<file path="src/rtl/uart_test_check.sv">
// uart_test_check
// Receive-side checker for the UART test-data generator. Watches the byte
// strobe from the UART receiver and verifies that bytes follow the +1
// incrementing sequence (0xFF wraps to 0x00). Reports lock status, error and
// byte counts, and a sticky link-loss timeout.
//
// Ports:
//   clk       in   system clock
//   rst_n     in   asynchronous active-low reset
//   datain    in   [7:0] received byte, valid when rdsig=1
//   rdsig     in   single-cycle byte-available strobe
//   clr       in   synchronous clear of err_cnt, rx_cnt, timeout
//   locked    out  1 while the checker is locked onto the sequence
//   err_pulse out  one-cycle pulse per mismatch counted while locked
//   err_cnt   out  [15:0] saturating mismatch count (locked only)
//   rx_cnt    out  [15:0] wrapping count of all strobes
//   expected  out  [7:0] next byte value the checker expects
//   timeout   out  sticky link-loss flag
module uart_test_check #(
  parameter logic [19:0] TIMEOUT_CYCLES = 20'd1_000_000,
  parameter int unsigned LOCK_COUNT     = 4,
  parameter int unsigned LOSS_COUNT     = 3
) (
  input  logic        clk,
  input  logic        rst_n,
  input  logic [7:0]  datain,
  input  logic        rdsig,
  input  logic        clr,
  output logic        locked,
  output logic        err_pulse,
  output logic [15:0] err_cnt,
  output logic [15:0] rx_cnt,
  output logic [7:0]  expected,
  output logic        timeout
);

  localparam logic [1:0] ST_IDLE   = 2'd0;
  localparam logic [1:0] ST_SYNC   = 2'd1;
  localparam logic [1:0] ST_LOCKED = 2'd2;

  logic [1:0]  state;
  logic [1:0]  state_nx;
  logic [31:0] match_cnt;
  logic [31:0] match_nx;
  logic [31:0] miss_cnt;
  logic [31:0] miss_nx;
  logic [19:0] idle_cnt;
  logic [19:0] idle_nx;
  logic [7:0]  expected_nx;
  logic [7:0]  data_inc;
  logic        is_match;
  logic        err_nx;
  logic        tmo_hit;

  assign data_inc = datain + 8'd1;
  assign is_match = (datain == expected);

  // Next-state, sequence tracking and link-loss timer
  always_comb begin
    state_nx    = state;
    match_nx    = match_cnt;
    miss_nx     = miss_cnt;
    idle_nx     = idle_cnt;
    expected_nx = expected;
    err_nx      = 1'b0;
    tmo_hit     = 1'b0;
    if (rdsig) begin
      // A strobe always restarts the silence timer and, whatever the state,
      // the next expected byte follows the byte just received.
      idle_nx     = 20'd0;
      expected_nx = data_inc;
      case (state)
        ST_IDLE: begin
          match_nx = 32'd0;
          state_nx = ST_SYNC;
        end
        ST_SYNC: begin
          if (is_match) begin
            match_nx = match_cnt + 32'd1;
            if ((match_cnt + 32'd1) == LOCK_COUNT) begin
              state_nx = ST_LOCKED;
              miss_nx  = 32'd0;
            end else begin
              state_nx = ST_SYNC;
            end
          end else begin
            match_nx = 32'd0;
          end
        end
        ST_LOCKED: begin
          if (is_match) begin
            miss_nx = 32'd0;
          end else begin
            err_nx  = 1'b1;
            miss_nx = miss_cnt + 32'd1;
            if ((miss_cnt + 32'd1) == LOSS_COUNT) begin
              state_nx = ST_IDLE;
            end else begin
              state_nx = ST_LOCKED;
            end
          end
        end
        default: begin
          state_nx = ST_IDLE;
        end
      endcase
    end else if (state == ST_IDLE) begin
      idle_nx = 20'd0;
    end else if (idle_cnt == (TIMEOUT_CYCLES - 20'd1)) begin
      // Terminal count without a strobe: the link is considered lost.
      tmo_hit  = 1'b1;
      state_nx = ST_IDLE;
      idle_nx  = 20'd0;
    end else begin
      idle_nx = idle_cnt + 20'd1;
    end
  end

  // State and output registers; clr overrides same-cycle count/flag updates
  always_ff @(posedge clk or negedge rst_n) begin
    if (!rst_n) begin
      state     <= ST_IDLE;
      match_cnt <= 32'd0;
      miss_cnt  <= 32'd0;
      idle_cnt  <= 20'd0;
      expected  <= 8'd0;
      locked    <= 1'b0;
      err_pulse <= 1'b0;
      err_cnt   <= 16'd0;
      rx_cnt    <= 16'd0;
      timeout   <= 1'b0;
    end else begin
      state     <= state_nx;
      match_cnt <= match_nx;
      miss_cnt  <= miss_nx;
      idle_cnt  <= idle_nx;
      expected  <= expected_nx;
      locked    <= (state_nx == ST_LOCKED);
      err_pulse <= err_nx;
      if (clr) begin
        err_cnt <= 16'd0;
        rx_cnt  <= 16'd0;
        timeout <= 1'b0;
      end else begin
        if (err_nx && (err_cnt != 16'hFFFF)) begin
          err_cnt <= err_cnt + 16'd1;
        end else begin
          err_cnt <= err_cnt;
        end
        if (rdsig) begin
          rx_cnt <= rx_cnt + 16'd1;
        end else begin
          rx_cnt <= rx_cnt;
        end
        if (tmo_hit) begin
          timeout <= 1'b1;
        end else begin
          timeout <= timeout;
        end
      end
    end
  end

endmodule

</file>
<file path="config.mk">
export PLATFORM = sky130hd
export DESIGN_NAME = uart_test_check
export DESIGN_NICKNAME = d
export VERILOG_FILES = /design/src/rtl/uart_test_check.sv
export SDC_FILE = /design/constraint.sdc
export NUM_CORES = 1
export LEC_CHECK = 0
export CAP_MARGIN = 30
export CORE_MARGIN = 2
export CORE_UTILIZATION = 54
export CTS_CLUSTER_DIAMETER = 120
export DETAILED_ROUTE_END_ITERATION = 8
export GPL_TIMING_DRIVEN = 0
export PLACE_DENSITY = 0.77
export SLEW_MARGIN = 30
export SYNTH_ARGS = -nofsm -noshare
export SYNTH_HDL_FRONTEND = slang
export SYNTH_SLANG_ARGS = --single-unit
export TNS_END_PERCENT = 30
</file>
<file path="constraint.sdc">
create_clock -name clk -period 2.7 [get_ports clk]
set_input_delay 0.54 -clock clk [delete_from_list [all_inputs] [get_ports clk]]
set_output_delay 0.54 -clock clk [all_outputs]
set_load 0.02 [all_outputs]
</file>
==> results.py <==
metrics = {
    "timing": {
        "setup_viol": 42,
        "hold_viol_final": 0,
        "tightest_slew_ps": 749,
        "rsz0062_at_grt": "true",
        "min_period_over_period_pct": 110,
        "clock_skew_ps": 15.2,
        "layout_min_cycle_time_ps": 2960,
        "maxSlewHeadroom_pct": 49.6,
        "whs_ps": 61.6,
        "worst_slack_ps": -257,
        "fin_tns_setup_ps": -6670,
        "timing.fmax_ghz": 0.338,
        "slew_viol_final": 0,
    },
    "power": {
        "power_frac_seq_pct": 42.5,
        "clkPwrFrac_pct": 51.9,
        "powerDensity_mw_per_mm2": 464,
        "internal_power_mw": 3.57,
        "switching_share_pct": 23.3,
        "p_sw_mw": 1.08,
        "pwr-share-comb_pct": 5.5,
        "vdd_drop_max_mv": 0.529,
        "p_leak_nw": 4.25,
    },
    "logic_synthesis": {
        "synth_cell_type_count": 67,
        "netlist.area_leader.share_pct": 41.9,
        "ys_async_sr_fraction_pct": 100,
        "ys_top_cells_by_area": "dfrtp_1 42%, xor2_1 5.5%, nand3_1 4.4%",
        "yosysSeqAreaShare_pct": 41.9,
        "synthesis.nets": 895,
        "netlist_area_mm2": 0.00771,
        "synthCells": 875,
        "synth_warnings": 0,
        "ys.flop_type": "dfrtp_1",
        "synth-edff-count": 0,
        "synth_seq_cells": 129,
        "yosysTopAreaCell": "dfrtp_1",
        "syn_avg_cell_area_um2": 8.81,
    },
    "routing": {
        "ant_nets": 0,
        "finalWirelength_mm": 22.0,
        "drc": 0,
        "first_iter_violations": 797,
        "routedWlPerCell_um": 18.6,
        "firstDrtPassIters": 8,
        "via_per_inst": 6.29,
        "vias": 7436,
    },
    "final_layout": {
        "final_nets": 1009,
        "antenna_cells": 0,
        "syn_to_final_growth_pct": 29.8,
        "final_common_cell": "dfrtp_1",
        "drive_gt1_share_pct": 18.9,
        "layout_common_cells": "118 x dfrtp_1, 85 x nor2_1, 70 x nand2_1, 61 x nand3_1, 61 x o21ai_0",
    },
    "critical_path": {
        "cp-end-kind": "flop",
        "r2r_start": "match_cnt[10]",
        "r2r_slack_ps": -260,
        "worstSetupStartpoint": "match_cnt[10]",
        "rr_endpoint": "miss_cnt[2]",
        "crit_required_ps": 3000,
        "worstPathArrival_ps": 3260,
        "start_kind": "flop",
        "reg2regPathDepth": 11,
        "worstSetupPathType": "flop to flop",
        "cp_max_fo": 10,
    },
    "floorplan": {
        "core-area_mm2": 0.0139,
        "io_pins": 55,
        "die_h_um": 123,
        "die_w_um": 123,
        "num_rows": 43,
        "die-area_mm2": 0.0152,
        "initial_core_util_pct": 55.3,
    },
    "place": {
        "gp_congestion": 0.921,
        "io_buffers": 53,
        "hpwl_mm": 13.2,
    },
    "grt": {
        "grt_antenna_before_repair": 0,
        "overflow": 0,
        "grt_pass1_wl_mm": 34.9,
        "grt_pass1_vias": 6843,
        "grtUsageMet1_pct": 40.1,
        "gr-max-usage-layer": "met2",
        "track_usage_pct": 29.4,
        "use_met3_pct": 5.72,
        "grt_start_max_net_pins": 69,
        "grt_use_met2_pct": 45.1,
    },
    "worst_hold_path": {
        "hold_class": "primary input to async pin",
    },
    "clock_network": {
        "clkTransAtPathRegs_ps": 60,
        "clk_latency_ps": 430,
        "cts.path.max_buffers": 2,
        "cts_tree": "yes",
        "cts_root_buf": "clkbuf_16",
        "cts_made_buffers": 17,
        "clock-sinks": 129,
        "htree_levels": 4,
    },
    "run": {
        "cap_violations": 0,
    },
    "outcome": {
        "violations": "negative setup slack",
        "outcome": "finished with violations",
    },
}
## repair_timing
action                                  4_1_cts  5_1_grt
cloned                                        2        1
endpoints found under the setup margin       80       57
hold buffers                                  0        0
pin swaps                                    30       13
buffers inserted                             31       13
resized for setup                            78       53
## per-stage QoR
stage | power (mW) | util (%) | instance area [µm²] | setup WS, ps | instances
floorplan | 2.11 | - | 7720 | 8.98 | 875
global placement | 2.24 | 60.8 | 8470 | -4040 | 1108
detailed placement | 2.25 | 61.0 | 8500 | -1280 | 1109
CTS | 4.66 | 69.5 | 9690 | -156 | 1170
global route | 4.77 | 71.8 | 10000 | -358 | 1182
finish | 4.65 | 71.8 | 10000 | -257 | 1182
## worst max-delay path, stage by stage (launching register included)
cell	delay, ps
dfrtp_1	330
buf_2	220
nand4_1	230
buf_4	230
nor2_2	130
nand3_2	150
a2111oi_4	430
nand3_2	160
nor4_4	250
a22oi_2	210
buf_4	180
a211o_1	290
## flip-flops by register name (all words and copies together) (netlist names)
| name | count |
|---|---|
| match_cnt | 32 |
| miss_cnt | 32 |
| idle_cnt | 20 |
| err_cnt | 16 |
| rx_cnt | 16 |
| expected | 8 |
| state | 2 |
| err_pulse | 1 |
| locked | 1 |
| timeout | 1 |
## how the worst max path moves through the flow
stage	endpoint	slack [ps]	cells after the start
floorplan	locked	9	9
global placement	match_cnt[15]	-4040	1
detailed placement	miss_cnt[0]	-1280	10
CTS	locked	-160	9
global route	miss_cnt[2]	-360	10
finish	miss_cnt[2]	-260	11
## synth_stat cells (all sizes together), types with 7 or more instances
library cell and instances:
ha 8, a31oi 19, o21ai 62, a21o 17
nand3 71, a21oi 27, buf 20, nor4 17
nand2b 8, nand4 33, dfrtp 129, clkbuf 38
or3 17, xor2 48, xnor2 22, o2bb2ai 11
nand2 71, nor2 90, nor3 25, inv 12
o31ai 21, mux2 7, mux2i 10, and4 9
and3 23
## final cells by class
class	count	area (µm²)
plain buffers	53	259
clock buffers	20	467
clock inverters	12	155
fillers	961	3930
inverters	12	45.0
multi-input cells	676	4660
flip-flops and latches	129	3240
well taps	180	225
repair buffers	100	952
## per-layer routing
metal | vias to the layer above | routed length [µm] | part of all wire, %
met4 | 0 | 721 | 3.3
met1 | 3565 | 9440 | 43
li1 | 3426 | - | -
met5 | - | 0 | 0
met3 | 76 | 1600 | 7.3
met2 | 369 | 10300 | 47
## logic make-up after synthesis
group	synth area share, %
buffers and inverters	3.69
AOI/OAI and AO/OA	16.3
DFF	41.9
muxes	2.32
adders and majority gates	1.30
and+or+nand+nor	26.5
xor gates and xnor gates	7.95
## power groups by stage
stage          Sequential (mW)  Clock, mW  Combinational (mW)
2_1_floorplan             2.03          0              0.0839
3_3_place_gp              2.01          0               0.228
3_5_place_dp              2.01          0               0.238
4_1_cts                   1.98       2.43               0.256
5_1_grt                   1.98       2.51               0.282
6_report                  1.98       2.41               0.257
No activity file was read; power rests on OpenSTA's default activity.
==> patch: new RTL, same flow settings <==
Make the reset (`rst_n`) synchronous in one clocked block. Comments in the files are not updated.
--- a/src/rtl/uart_test_check.sv
+++ b/src/rtl/uart_test_check.sv
@@ -118,5 +118,5 @@
 
   // State and output registers; clr overrides same-cycle count/flag updates
-  always_ff @(posedge clk or negedge rst_n) begin
+  always_ff @(posedge clk) begin
     if (!rst_n) begin
       state     <= ST_IDLE;
Behaviour: differs if rst_n is asserted again (counterexample within 4 cycles, from zero or initial values and one cycle with rst_n low); with rst_n held inactive, the same outputs for 4 cycles.
==> patch against the unedited design <==
- the flow still finishes with violations (negative setup slack)
- sequential share of layout area fell by 5.2 points
- worst setup slack got worse by 0.30 ns
- count of clock-buffer cells in the layout rose by 5
- final area fell by 4.1%
- final cell count rose by 12%
- worst hold slack improved by 0.36 ns
- sequential cell count did not move
- area after synthesis fell by 0.54%
- routed wire length rose by 6.6%
- power fell by 2.6%
- largest cell class unchanged
==> patch: results (changes against the unedited design) <==
fraction of final layout cells sized beyond drive strength 1 -> 0.125 (was 0.189)
WL/cell -> 17.7 um (was 18.6 um)
Post-Synth XOR/XNOR Area -> 0.0925 (was 0.0795)
CP startpoint -> datain[6] (was match_cnt[10])
post-synthesis adder-cell area fraction -> 0.0131 (was 0.0130)
Final nets -> 1,154 (was 1,009)
Synth Flop Type -> dfxtp_1 (was dfrtp_1)
register area share after synthesis -> 0.337 (was 0.419)
DR pass1 iterations -> 6 (was 8)
Global Route Usage Sum -> 0.314 (was 0.294)
Reg2Reg Launch Point -> match_cnt[1] (was match_cnt[10])
Net Switching -> 1030 uW (was 1080 uW)
mux share of post-synthesis cell area -> 0.0132 (was 0.0232)
DRT iter0 DRCs -> 815 (was 797)
final wirelength -> 23.5 mm (was 22.0 mm)
post-synth cell types -> 64 (was 67)
HPWL Detailed -> 15.7 mm (was 13.2 mm)
Final GP Congestion -> 0.998 (was 0.921)
synth top area cells -> dfxtp_1 34%, nor2_1 5.9%, a21oi_1 5.9% (was dfrtp_1 42%, xor2_1 5.5%, nand3_1 4.4%)
Final setup viols -> 45 (was 42)
Hold Path Class -> in2reg (was in2async)
top cells by instance count after synthesis -> 129 x dfxtp_1, 121 x nor2_1, 117 x nand2_1 (was 129 x dfrtp_1, 89 x nor2_1, 71 x nand2_1)
Synth Area in Compound Gates -> 0.164 (was 0.163)
clk_skew -> 0.00861 ns (was 0.0152 ns)
crit-path max FO -> 6 (was 10)
Pleak -> 0.00316 uW (was 0.00425 uW)
min-delay src -> datain[0]
Least-Margin Pin Slew -> 0.804 ns (was 0.749 ns)
Worst IR Drop VDD -> 0.447 mV (was 0.529 mV)
final worst slack -> -0.561 ns (was -0.257 ns)
outcome -> complete, but fails checks (unchanged)
vias in the first global route -> 7,408 (was 6,843)
syn_nets -> 1,065 (was 895)
Post-Synthesis Cells -> 1,045 (was 875)
failing checks -> negative setup slack (unchanged)
Vias/cell -> 6.13 (was 6.29)
pin count of the biggest net entering global routing -> 17 (was 69)
met3 Use GR -> 0.0844 (was 0.0572)
port buffer count -> 52 (was 53)
htree depth -> 4 (unchanged)
crit-path max cell delay -> 0.56 ns (was 0.43 ns)
Slowest-stage cell, CP -> or4b_4 (was a2111oi_4)
GR Layer Usage met2 -> 0.480 (was 0.451)
[patch: area by class of cell]
cell class	instances	area (um2)
Clock buffer	25	515
Clock inverter	7	96.3
Multi-Input combinational cell	819	4980
Timing Repair Buffer	76	753
Inverter	21	78.8
Sequential cell	129	2610
Fill cell	1170	4290
Tap cell	180	225
Buffer	70	334
[patch: worst max-delay path: cells and delay by family]
family                    cells  cell delay, ns
AOI/OAI and AO/OA             1            0.14
and+or+nand+nor               6            1.90
xor gates and xnor gates      1            0.20
buffers and inverters         3            0.84
[patch: cells by family (layout without fill, tap and decap cells)]
family                     count (synthesis)  count (layout)
xor gates and xnor gates                  81              81
AOI/OAI and AO/OA                        212             212
and+or+nand+nor                          508             508
DFF                                      129             129
buffers and inverters                     97             199
adders and majority gates                  8               8
muxes                                     10              10
[patch: per-stage QoR]
step / hold slack (ns) / setup slack (ns) / TNS [ns] / cell area (um2) / total power, uW
final: 0.418 / -0.561 / -19.00 / 9590 / 4530
after global routing: 0.449 / -0.624 / -22.35 / 9590 / 4650
after CTS: 0.469 / -0.501 / -16.67 / 9370 / 4540
after detailed placement: 0.456 / -1.31 / -61.01 / 8460 / 2170
after global placement: 0.447 / -1.31 / -59.74 / 8460 / 2170
after floorplan: 0.430 / -0.277 / -8.47 / 7710 / 2080
[patch: worst paths after layout]
path	slack, ns	cells after the start	endpoint
worst max-delay path	-0.56	11	locked
worst min-delay path	0.42	2	expected[0]
worst max register to register	-0.54	10	locked
worst min register to register	0.47	1	idle_cnt[0]
[patch: metal layers]
layer / vias up / part of all wire
met2: 343 / 0.45
met4: 0 / 0.034
li1: 3915 / -
met1: 3814 / 0.43
met3: 65 / 0.085
met5: - / 0
[patch: repair_timing]
action                     4_1_cts  5_1_grt
gates resized for setup         45       40
cloned                           1        1
pin swaps                       11       19
setup endpoints to repair       60       68
buffers inserted                16        6
[patch: power groups by stage]
stage	Clock [uW]	Combinational (uW)	Sequential, uW
floorplan	0	101	1980
global placement	0	197	1970
detailed placement	0	199	1970
CTS	2400	210	1930
global route	2490	231	1930
finish	2380	215	1930
